`config.mk`:
```
export PLATFORM = sky130hd
export DESIGN_NAME = sdram_lfsr_tester_flat
export DESIGN_NICKNAME = d
export VERILOG_FILES = /design/src/rtl/sdram_lfsr_tester_if.sv /design/src/rtl/sdram_lfsr_tester.sv /design/src/flat_wrapper.sv
export SDC_FILE = /design/constraint.sdc
export NUM_CORES = 1
export LEC_CHECK = 0
export ABC_AREA = 1
export CORE_MARGIN = 5
export CORE_UTILIZATION = 47
export CTS_CLUSTER_SIZE = 25
export DETAILED_ROUTE_END_ITERATION = 10
export GPL_TIMING_DRIVEN = 0
export PLACE_DENSITY = 0.85
export SKIP_LAST_GASP = 1
export SYNTH_ARGS = -nofsm -noshare
export SYNTH_HDL_FRONTEND = slang
export SYNTH_SLANG_ARGS = --single-unit
```
`constraint.sdc`:
```
create_clock -name i_sys_clk -period 2.05 [get_ports i_sys_clk]
set_input_delay 0.41 -clock i_sys_clk [delete_from_list [all_inputs] [get_ports i_sys_clk]]
set_output_delay 0.41 -clock i_sys_clk [all_outputs]
set_load 0.05 [all_outputs]
```
`src/rtl/sdram_lfsr_tester_if.sv`:
```
`default_nettype none
// ============================================================================
// Interface : sdram_lfsr_tester_if
// Purpose   : Burst write/read handshake between the LFSR tester and an SDRAM
//             burst controller.
// Revision  : 1.0
// ============================================================================
interface sdram_lfsr_tester_if #(
    parameter int ADDR_WIDTH     = 21,
    parameter int MEM_DATA_WIDTH = 32,
    parameter int BURST_WIDTH    = 10
);
    logic                      o_wr_burst_req;
    logic [BURST_WIDTH-1:0]    o_wr_burst_len;
    logic [ADDR_WIDTH-1:0]     o_wr_burst_addr;
    logic                      i_wr_burst_data_req;
    logic [MEM_DATA_WIDTH-1:0] o_wr_burst_data;
    logic                      i_wr_burst_finish;

    logic                      o_rd_burst_req;
    logic [BURST_WIDTH-1:0]    o_rd_burst_len;
    logic [ADDR_WIDTH-1:0]     o_rd_burst_addr;
    logic                      i_rd_burst_data_valid;
    logic [MEM_DATA_WIDTH-1:0] i_rd_burst_data;
    logic                      i_rd_burst_finish;

    modport master (
        output o_wr_burst_req, o_wr_burst_len, o_wr_burst_addr, o_wr_burst_data,
        input  i_wr_burst_data_req, i_wr_burst_finish,
        output o_rd_burst_req, o_rd_burst_len, o_rd_burst_addr,
        input  i_rd_burst_data_valid, i_rd_burst_data, i_rd_burst_finish
    );

    modport slave (
        input  o_wr_burst_req, o_wr_burst_len, o_wr_burst_addr, o_wr_burst_data,
        output i_wr_burst_data_req, i_wr_burst_finish,
        input  o_rd_burst_req, o_rd_burst_len, o_rd_burst_addr,
        output i_rd_burst_data_valid, i_rd_burst_data, i_rd_burst_finish
    );
endinterface
`default_nettype wire

```
`src/rtl/sdram_lfsr_tester.sv`:
```
`default_nettype none
// ============================================================================
// Module   : sdram_lfsr_tester
// Purpose  : Walks the whole SDRAM in bursts, writing an address-seeded LFSR
//            pattern and reading it back; sticky error flag and pass counter.
//            Optional watchdog enabled by defining SDRAM_TESTER_TIMEOUT_EN.
// Revision : 1.0
// ============================================================================
module sdram_lfsr_tester #(
    parameter int          ADDR_WIDTH     = 21,
    parameter int          MEM_DATA_WIDTH = 32,
    parameter int          BURST_WIDTH    = 10,
    parameter int          BURST_LEN      = 128,
    parameter logic [31:0] LFSR_SEED      = 32'hACE1_1234
) (
    input  wire logic              i_sys_clk,
    input  wire logic              i_rst_n,
    sdram_lfsr_tester_if.master    bus,
    output logic                   o_wr_error,
    output logic [ADDR_WIDTH-1:0]  o_err_addr,
    output logic [15:0]            o_pass_cnt
);

    // Galois right-shift toggle mask for x^32 + x^22 + x^2 + x + 1
    localparam logic [31:0]            c_LFSR_POLY  = 32'h8020_0003;
    localparam logic [ADDR_WIDTH-1:0]  c_ADDR_STEP  = ADDR_WIDTH'(BURST_LEN);
    localparam logic [BURST_WIDTH-1:0] c_BURST_LEN  = BURST_WIDTH'(BURST_LEN);
    localparam logic [BURST_WIDTH:0]   c_CNT_TARGET = (BURST_WIDTH+1)'(BURST_LEN);
    localparam int                     c_REPS       = (MEM_DATA_WIDTH + 31) / 32;

    typedef enum logic [1:0] {
        S_IDLE = 2'd0,
        S_WR   = 2'd1,
        S_RD   = 2'd2,
        S_NEXT = 2'd3
    } state_t;

    function automatic logic [31:0] f_lfsr_next(input logic [31:0] s);
        return (s >> 1) ^ (s[0] ? c_LFSR_POLY : 32'h0);
    endfunction

    // Narrow buses keep the LSBs, wide buses see the LFSR value repeated
    function automatic logic [MEM_DATA_WIDTH-1:0] f_expand(input logic [31:0] s);
        return MEM_DATA_WIDTH'({c_REPS{s}});
    endfunction

    state_t                    r_state;
    state_t                    w_state_nxt;
    logic [ADDR_WIDTH-1:0]     r_addr;
    logic [ADDR_WIDTH-1:0]     w_addr_nxt;
    logic [31:0]               r_wr_lfsr;
    logic [31:0]               r_rd_lfsr;
    logic [MEM_DATA_WIDTH-1:0] r_wr_data;
    logic [BURST_WIDTH:0]      r_rd_cnt;
    logic [BURST_WIDTH:0]      w_cnt_final;
    logic                      r_err;
    logic [ADDR_WIDTH-1:0]     r_err_addr;
    logic [15:0]               r_pass_cnt;
    logic                      w_in_burst;
    logic                      w_finish;
    logic                      w_timeout;
    logic                      w_mismatch;
    logic                      w_cnt_bad;
    logic                      w_err_evt;

    assign w_in_burst  = (r_state == S_WR) || (r_state == S_RD);
    assign w_finish    = ((r_state == S_WR) && bus.i_wr_burst_finish) ||
                         ((r_state == S_RD) && bus.i_rd_burst_finish);
    assign w_addr_nxt  = (r_state == S_NEXT) ? (r_addr + c_ADDR_STEP) : r_addr;
    assign w_cnt_final = r_rd_cnt + {{BURST_WIDTH{1'b0}}, bus.i_rd_burst_data_valid};

    assign w_mismatch = (r_state == S_RD) && bus.i_rd_burst_data_valid &&
                        (bus.i_rd_burst_data != f_expand(r_rd_lfsr));
    assign w_cnt_bad  = (r_state == S_RD) && bus.i_rd_burst_finish &&
                        (w_cnt_final != c_CNT_TARGET);
    assign w_err_evt  = w_mismatch || w_cnt_bad || w_timeout;

`ifdef SDRAM_TESTER_TIMEOUT_EN
    logic [15:0] r_wdog;

    assign w_timeout = w_in_burst && !w_finish && (r_wdog == 16'hFFFF);

    always_ff @(posedge i_sys_clk or negedge i_rst_n) begin
        if (!i_rst_n) begin
            r_wdog <= 16'h0;
        end else if (w_in_burst && !w_finish && !w_timeout) begin
            r_wdog <= r_wdog + 16'h1;
        end else begin
            r_wdog <= 16'h0;
        end
    end
`else
    assign w_timeout = 1'b0;
`endif

    always_ff @(posedge i_sys_clk or negedge i_rst_n) begin
        if (!i_rst_n) begin
            r_state <= S_IDLE;
        end else begin
            r_state <= w_state_nxt;
        end
    end

    always_comb begin
        w_state_nxt = r_state;
        unique case (r_state)
            S_IDLE: w_state_nxt = S_WR;
            S_WR: begin
                if (bus.i_wr_burst_finish) begin
                    w_state_nxt = S_RD;
                end else if (w_timeout) begin
                    w_state_nxt = S_NEXT;
                end
            end
            S_RD: begin
                if (bus.i_rd_burst_finish || w_timeout) begin
                    w_state_nxt = S_NEXT;
                end
            end
            S_NEXT:  w_state_nxt = S_WR;
            default: w_state_nxt = S_IDLE;
        endcase
    end

    always_ff @(posedge i_sys_clk or negedge i_rst_n) begin
        if (!i_rst_n) begin
            r_addr     <= '0;
            r_wr_lfsr  <= 32'h0;
            r_rd_lfsr  <= 32'h0;
            r_wr_data  <= '0;
            r_rd_cnt   <= '0;
            r_err      <= 1'b0;
            r_err_addr <= '0;
            r_pass_cnt <= 16'h0;
        end else begin
            r_addr <= w_addr_nxt;

            if ((r_state != S_WR) && (w_state_nxt == S_WR)) begin
                r_wr_lfsr <= LFSR_SEED ^ 32'(w_addr_nxt);
            end else if ((r_state == S_WR) && bus.i_wr_burst_data_req) begin
                r_wr_data <= f_expand(r_wr_lfsr);
                r_wr_lfsr <= f_lfsr_next(r_wr_lfsr);
            end

            if ((r_state == S_WR) && (w_state_nxt == S_RD)) begin
                r_rd_lfsr <= LFSR_SEED ^ 32'(r_addr);
                r_rd_cnt  <= '0;
            end else if ((r_state == S_RD) && bus.i_rd_burst_data_valid) begin
                r_rd_lfsr <= f_lfsr_next(r_rd_lfsr);
                if (r_rd_cnt != '1) begin
                    r_rd_cnt <= r_rd_cnt + 1'b1;
                end
            end

            if (w_err_evt) begin
                r_err <= 1'b1;
                if (!r_err) begin
                    r_err_addr <= r_addr;
                end
            end

            if ((r_state == S_NEXT) && (w_addr_nxt == '0) && (r_pass_cnt != 16'hFFFF)) begin
                r_pass_cnt <= r_pass_cnt + 16'h1;
            end
        end
    end

    assign bus.o_wr_burst_req  = (r_state == S_WR);
    assign bus.o_wr_burst_len  = c_BURST_LEN;
    assign bus.o_wr_burst_addr = r_addr;
    assign bus.o_wr_burst_data = r_wr_data;
    assign bus.o_rd_burst_req  = (r_state == S_RD);
    assign bus.o_rd_burst_len  = c_BURST_LEN;
    assign bus.o_rd_burst_addr = r_addr;

    assign o_wr_error = r_err;
    assign o_err_addr = r_err_addr;
    assign o_pass_cnt = r_pass_cnt;

endmodule
`default_nettype wire

```
`src/flat_wrapper.sv`:
```
// flat-port wrapper written by rule: the top's interface ports become plain ports
module sdram_lfsr_tester_flat 
#(
    parameter int          ADDR_WIDTH     = 21,
    parameter int          MEM_DATA_WIDTH = 32,
    parameter int          BURST_WIDTH    = 10,
    parameter int          BURST_LEN      = 128,
    parameter logic [31:0] LFSR_SEED      = 32'hACE1_1234
)
  (i_sys_clk, i_rst_n, o_wr_error, o_err_addr, o_pass_cnt, bus_o_wr_burst_req, bus_o_wr_burst_len, bus_o_wr_burst_addr, bus_o_wr_burst_data, bus_i_wr_burst_data_req, bus_i_wr_burst_finish, bus_o_rd_burst_req, bus_o_rd_burst_len, bus_o_rd_burst_addr, bus_i_rd_burst_data_valid, bus_i_rd_burst_data, bus_i_rd_burst_finish);
  sdram_lfsr_tester_if #(.ADDR_WIDTH(ADDR_WIDTH), .MEM_DATA_WIDTH(MEM_DATA_WIDTH), .BURST_WIDTH(BURST_WIDTH)) bus_i ();
  input  wire logic i_sys_clk;
  input  wire logic i_rst_n;
  output logic o_wr_error;
  output logic [ADDR_WIDTH-1:0] o_err_addr;
  output logic [15:0] o_pass_cnt;
  output wire logic [$bits(bus_i.o_wr_burst_req)-1:0] bus_o_wr_burst_req;
  output wire logic [$bits(bus_i.o_wr_burst_len)-1:0] bus_o_wr_burst_len;
  output wire logic [$bits(bus_i.o_wr_burst_addr)-1:0] bus_o_wr_burst_addr;
  output wire logic [$bits(bus_i.o_wr_burst_data)-1:0] bus_o_wr_burst_data;
  input wire logic [$bits(bus_i.i_wr_burst_data_req)-1:0] bus_i_wr_burst_data_req;
  input wire logic [$bits(bus_i.i_wr_burst_finish)-1:0] bus_i_wr_burst_finish;
  output wire logic [$bits(bus_i.o_rd_burst_req)-1:0] bus_o_rd_burst_req;
  output wire logic [$bits(bus_i.o_rd_burst_len)-1:0] bus_o_rd_burst_len;
  output wire logic [$bits(bus_i.o_rd_burst_addr)-1:0] bus_o_rd_burst_addr;
  input wire logic [$bits(bus_i.i_rd_burst_data_valid)-1:0] bus_i_rd_burst_data_valid;
  input wire logic [$bits(bus_i.i_rd_burst_data)-1:0] bus_i_rd_burst_data;
  input wire logic [$bits(bus_i.i_rd_burst_finish)-1:0] bus_i_rd_burst_finish;
  assign bus_o_wr_burst_req = bus_i.o_wr_burst_req;
  assign bus_o_wr_burst_len = bus_i.o_wr_burst_len;
  assign bus_o_wr_burst_addr = bus_i.o_wr_burst_addr;
  assign bus_o_wr_burst_data = bus_i.o_wr_burst_data;
  assign bus_i.i_wr_burst_data_req = bus_i_wr_burst_data_req;
  assign bus_i.i_wr_burst_finish = bus_i_wr_burst_finish;
  assign bus_o_rd_burst_req = bus_i.o_rd_burst_req;
  assign bus_o_rd_burst_len = bus_i.o_rd_burst_len;
  assign bus_o_rd_burst_addr = bus_i.o_rd_burst_addr;
  assign bus_i.i_rd_burst_data_valid = bus_i_rd_burst_data_valid;
  assign bus_i.i_rd_burst_data = bus_i_rd_burst_data;
  assign bus_i.i_rd_burst_finish = bus_i_rd_burst_finish;
  sdram_lfsr_tester #(.ADDR_WIDTH(ADDR_WIDTH), .MEM_DATA_WIDTH(MEM_DATA_WIDTH), .BURST_WIDTH(BURST_WIDTH), .BURST_LEN(BURST_LEN), .LFSR_SEED(LFSR_SEED)) u_core (.i_sys_clk(i_sys_clk), .i_rst_n(i_rst_n), .bus(bus_i), .o_wr_error(o_wr_error), .o_err_addr(o_err_addr), .o_pass_cnt(o_pass_cnt));
endmodule
```
==> impl_metrics.env <==
export IMPL_synth_most_common_cell="nand2_1"
export IMPL_fin_tns_setup_ps=-491
export IMPL_status="finished, violations left"
export IMPL_synth_async_reset_ratio_pct=100
export IMPL_cp_end_kind="flop"
export IMPL_io_buffers=130
export IMPL_dieArea_um2=20000
export IMPL_final_hold_viol_count=0
export IMPL_clk_path_buf_depth=2
export IMPL_path_class="reg -> reg"
export IMPL_stdcell_count=1472
export IMPL_power_density_nw_per_um2=1310
export IMPL_crit_path_start_kind="flop"
export IMPL_path_clk_slew_ps=70
export IMPL_cp_slowest_stage_delay_ps=420
export IMPL_syn_avg_cell_area_um2=8.05
export IMPL_netlist_instances=1008
export IMPL_drc=0
export IMPL_drt_initial_drc_count=607
export IMPL_synth_top_area_cell="dfrtp_1"
export IMPL_synth_area_um2=8120
export IMPL_yosys_register_bits=154
export IMPL_final_util_pct=64.6
export IMPL_dp_cells=1403
export IMPL_grt_max_degree=99
export IMPL_grt_pass1_wl_mm=34.9
export IMPL_holdCritPathClass="reg -> reg"
export IMPL_max_freq_mhz=476
export IMPL_finalMaxSlewViolations=0
export IMPL_synth_distinct_cells=42
export IMPL_route_antenna_remaining_nets=0
export IMPL_antenna_found_initial=0
export IMPL_htree_levels=4
export IMPL_die_w_um=141
export IMPL_yosys_top_cells_area="dfrtp_1 47%, nand2_1 14%, buf_4 5.2%"
export IMPL_post_place_ws_ps=-694
export IMPL_whs_ps=465
export IMPL_fill_cells=1396
export IMPL_setup_viol=14
export IMPL_start_util_pct=47.4
export IMPL_worst_path_most_repeated_cell="buf_6"
export IMPL_yosysSeqAreaShare_pct=47.5
export IMPL_period_share_pct=103
export IMPL_total_power_mw=14.5
export IMPL_synth_edf_count=0
export IMPL_root_buffer="clkbuf_16"
export IMPL_vias=7406
export IMPL_routabilityCongestion=0.852
export IMPL_synth_common_cells="299 x nand2_1, 154 x dfrtp_1, 100 x nor2_1"
export IMPL_diodes=0
export IMPL_rows=48
export IMPL_peakVddDrop_uv=1160
export IMPL_final_nets=1281
export IMPL_rsz0062_at_grt="yes"
export IMPL_postPlaceCellArea_um2=9890
export IMPL_numCtsBuffers=17
export IMPL_cts_tree="yes"
export IMPL_grt_pass1_vias=7062
export IMPL_pin_count=172
export IMPL_wirelength_mm=22.2
export IMPL_dpl_hpwl_mm=15.4
export IMPL_layout_drive_gt1_share_pct=19.8
export IMPL_vias_per_cell=5.03
export IMPL_synth_main_ff_cell="dfrtp_1"
export IMPL_period_needed_ps=2100
export IMPL_coreArea_um2=17100
export IMPL_clkSinkCount=154
export IMPL_violations="negative setup slack"
export IMPL_slowest_stage="dfrtp_1"
export IMPL_crit_arrival_ps=2470
export IMPL_grt_use_total_pct=21.6
export IMPL_skew_ps=6.68
export IMPL_worst_pin_slew_ps=569
export IMPL_area_growth_pct=36.1
export IMPL_cpLargestDelayFamily="simple AND/OR/NAND/NOR gates"
export IMPL_cp_required_ps=2420
export IMPL_clock_latency_ps=430
export IMPL_relSlewSlack_pct=62.0
export IMPL_die_y_um=141
export IMPL_finalWorstSetupSlack_ps=-53.0
export IMPL_netlist_area_leader_share_pct=47.5
export IMPL_grt_ovfl_total=0
export IMPL_cap_violations=0
export IMPL_postLayoutCellArea_um2=11000
export IMPL_dr_pass1_iters=5
export IMPL_cp_max_fo=6
export IMPL_yosys_warnings=0
export IMPL_worstPathCellList="buf_6 > ha_4 > buf_6 > nand3_4 > nor2_4 > nand3_2 > nand2_4 > nand3_4 > inv_2 > nand2_2 > nor2_4 > buf_6 > nand4_1 > nand2_1"
export IMPL_wl_per_cell_um=15.1
export IMPL_p_leak_nw=5.67
export IMPL_crit_buf_inv=4
## worst paths after layout
kind                                                from                       endpoint  slack [ps]  cells past startpoint
min reg2reg                u_core.bus.o_wr_burst_data[9]  u_core.bus.o_wr_burst_data[9]         470                      2
min in group asynchronous                        i_rst_n             u_core.r_rd_cnt[1]         520                      2
max                                    u_core.r_state[1]          u_core.o_pass_cnt[12]         -50                     14
max reg2reg                            u_core.r_state[1]          u_core.o_pass_cnt[12]         -50                     14
max in group asynchronous                        i_rst_n           u_core.o_pass_cnt[1]         630                      3
min                        u_core.bus.o_wr_burst_data[9]  u_core.bus.o_wr_burst_data[9]         470                      2
## cells in the final DEF, fill, tap and decap left out, types with 13 or more instances in the layout
cell type / instances
clkbuf_16: 17
o211ai_1: 15
xnor2_1: 28
nand4_1: 32
buf_6: 13
buf_4: 89
dlygate4sd2_1: 36
o21ai_0: 18
nand2_1: 285
nor2_1: 92
clkdlybuf4s50_1: 64
nand3_1: 54
nand2_2: 22
conb_1: 41
dlymetal6s2s_1: 16
a21oi_1: 13
dfrtp_1: 150
inv_1: 92
## registers in the layout, indices dropped and copies added, names as in the netlist
| register | count |
|---|---|
| u_core.bus.o_rd_burst_addr | 14 |
| u_core.bus.o_wr_burst_data | 32 |
| u_core.o_err_addr | 14 |
| u_core.o_pass_cnt | 16 |
| u_core.o_wr_error | 1 |
| u_core.r_rd_cnt | 11 |
| u_core.r_rd_lfsr | 32 |
| u_core.r_state | 2 |
| u_core.r_wr_lfsr | 32 |
## tightest hold or removal path, cell delays in order (launching register included)
cell and delay [ps]:
dfrtp_1 340, nand2_1 50, nand2_1 40
## layout make-up
type / count / area [µm²] / share of cell area, %
plain buffers: 76 / 541 / 4.89
clock buffers: 18 / 439 / 3.97
clock inverters: 13 / 168 / 1.52
inverters: 104 / 398 / 3.60
multi-input cells: 710 / 3740 / 33.8
flip-flops and latches: 154 / 3860 / 34.9
well taps: 225 / 282 / 2.55
repair buffers: 172 / 1620 / 14.7
## report_power, final
part	total, mW	internal, mW	switching [mW]
sequential	4.67	3.91	0.760
combinational	6.55	2.28	4.27
clock	3.26	1.95	1.30
total	14.5	8.14	6.33
## routing by layer
layer | wire, µm | GRT usage [%] | vias to the layer above
met1 | 9490 | 29.2 | 3515
met4 | 427 | 7.53 | 0
met2 | 10800 | 35.4 | 271
met5 | 0 | 0 | -
met3 | 1410 | 3.71 | 36
li1 | - | - | 3584
## repair_timing
item	4_1_cts	5_1_grt
setup endpoints to repair	103	143
hold endpoints to repair	56	0
pin swaps	10	30
setup buffers	16	21
gates cloned	1	2
resized for setup	99	90
hold buffers	1	0
## cell families after synthesis
| logic type | count (synthesis) | share of synthesized area (%) |
|---|---|---|
| and+or+nand+nor | 550 | 30.0 |
| AOI/OAI and AO/OA | 80 | 6.46 |
| xor gates and xnor gates | 31 | 3.34 |
| DFF | 154 | 47.5 |
| adders and majority gates | 8 | 1.23 |
| buffers and inverters | 183 | 11.4 |
| other | 2 | 0.0925 |
Note: power is estimated with default switching activity, not from simulation.
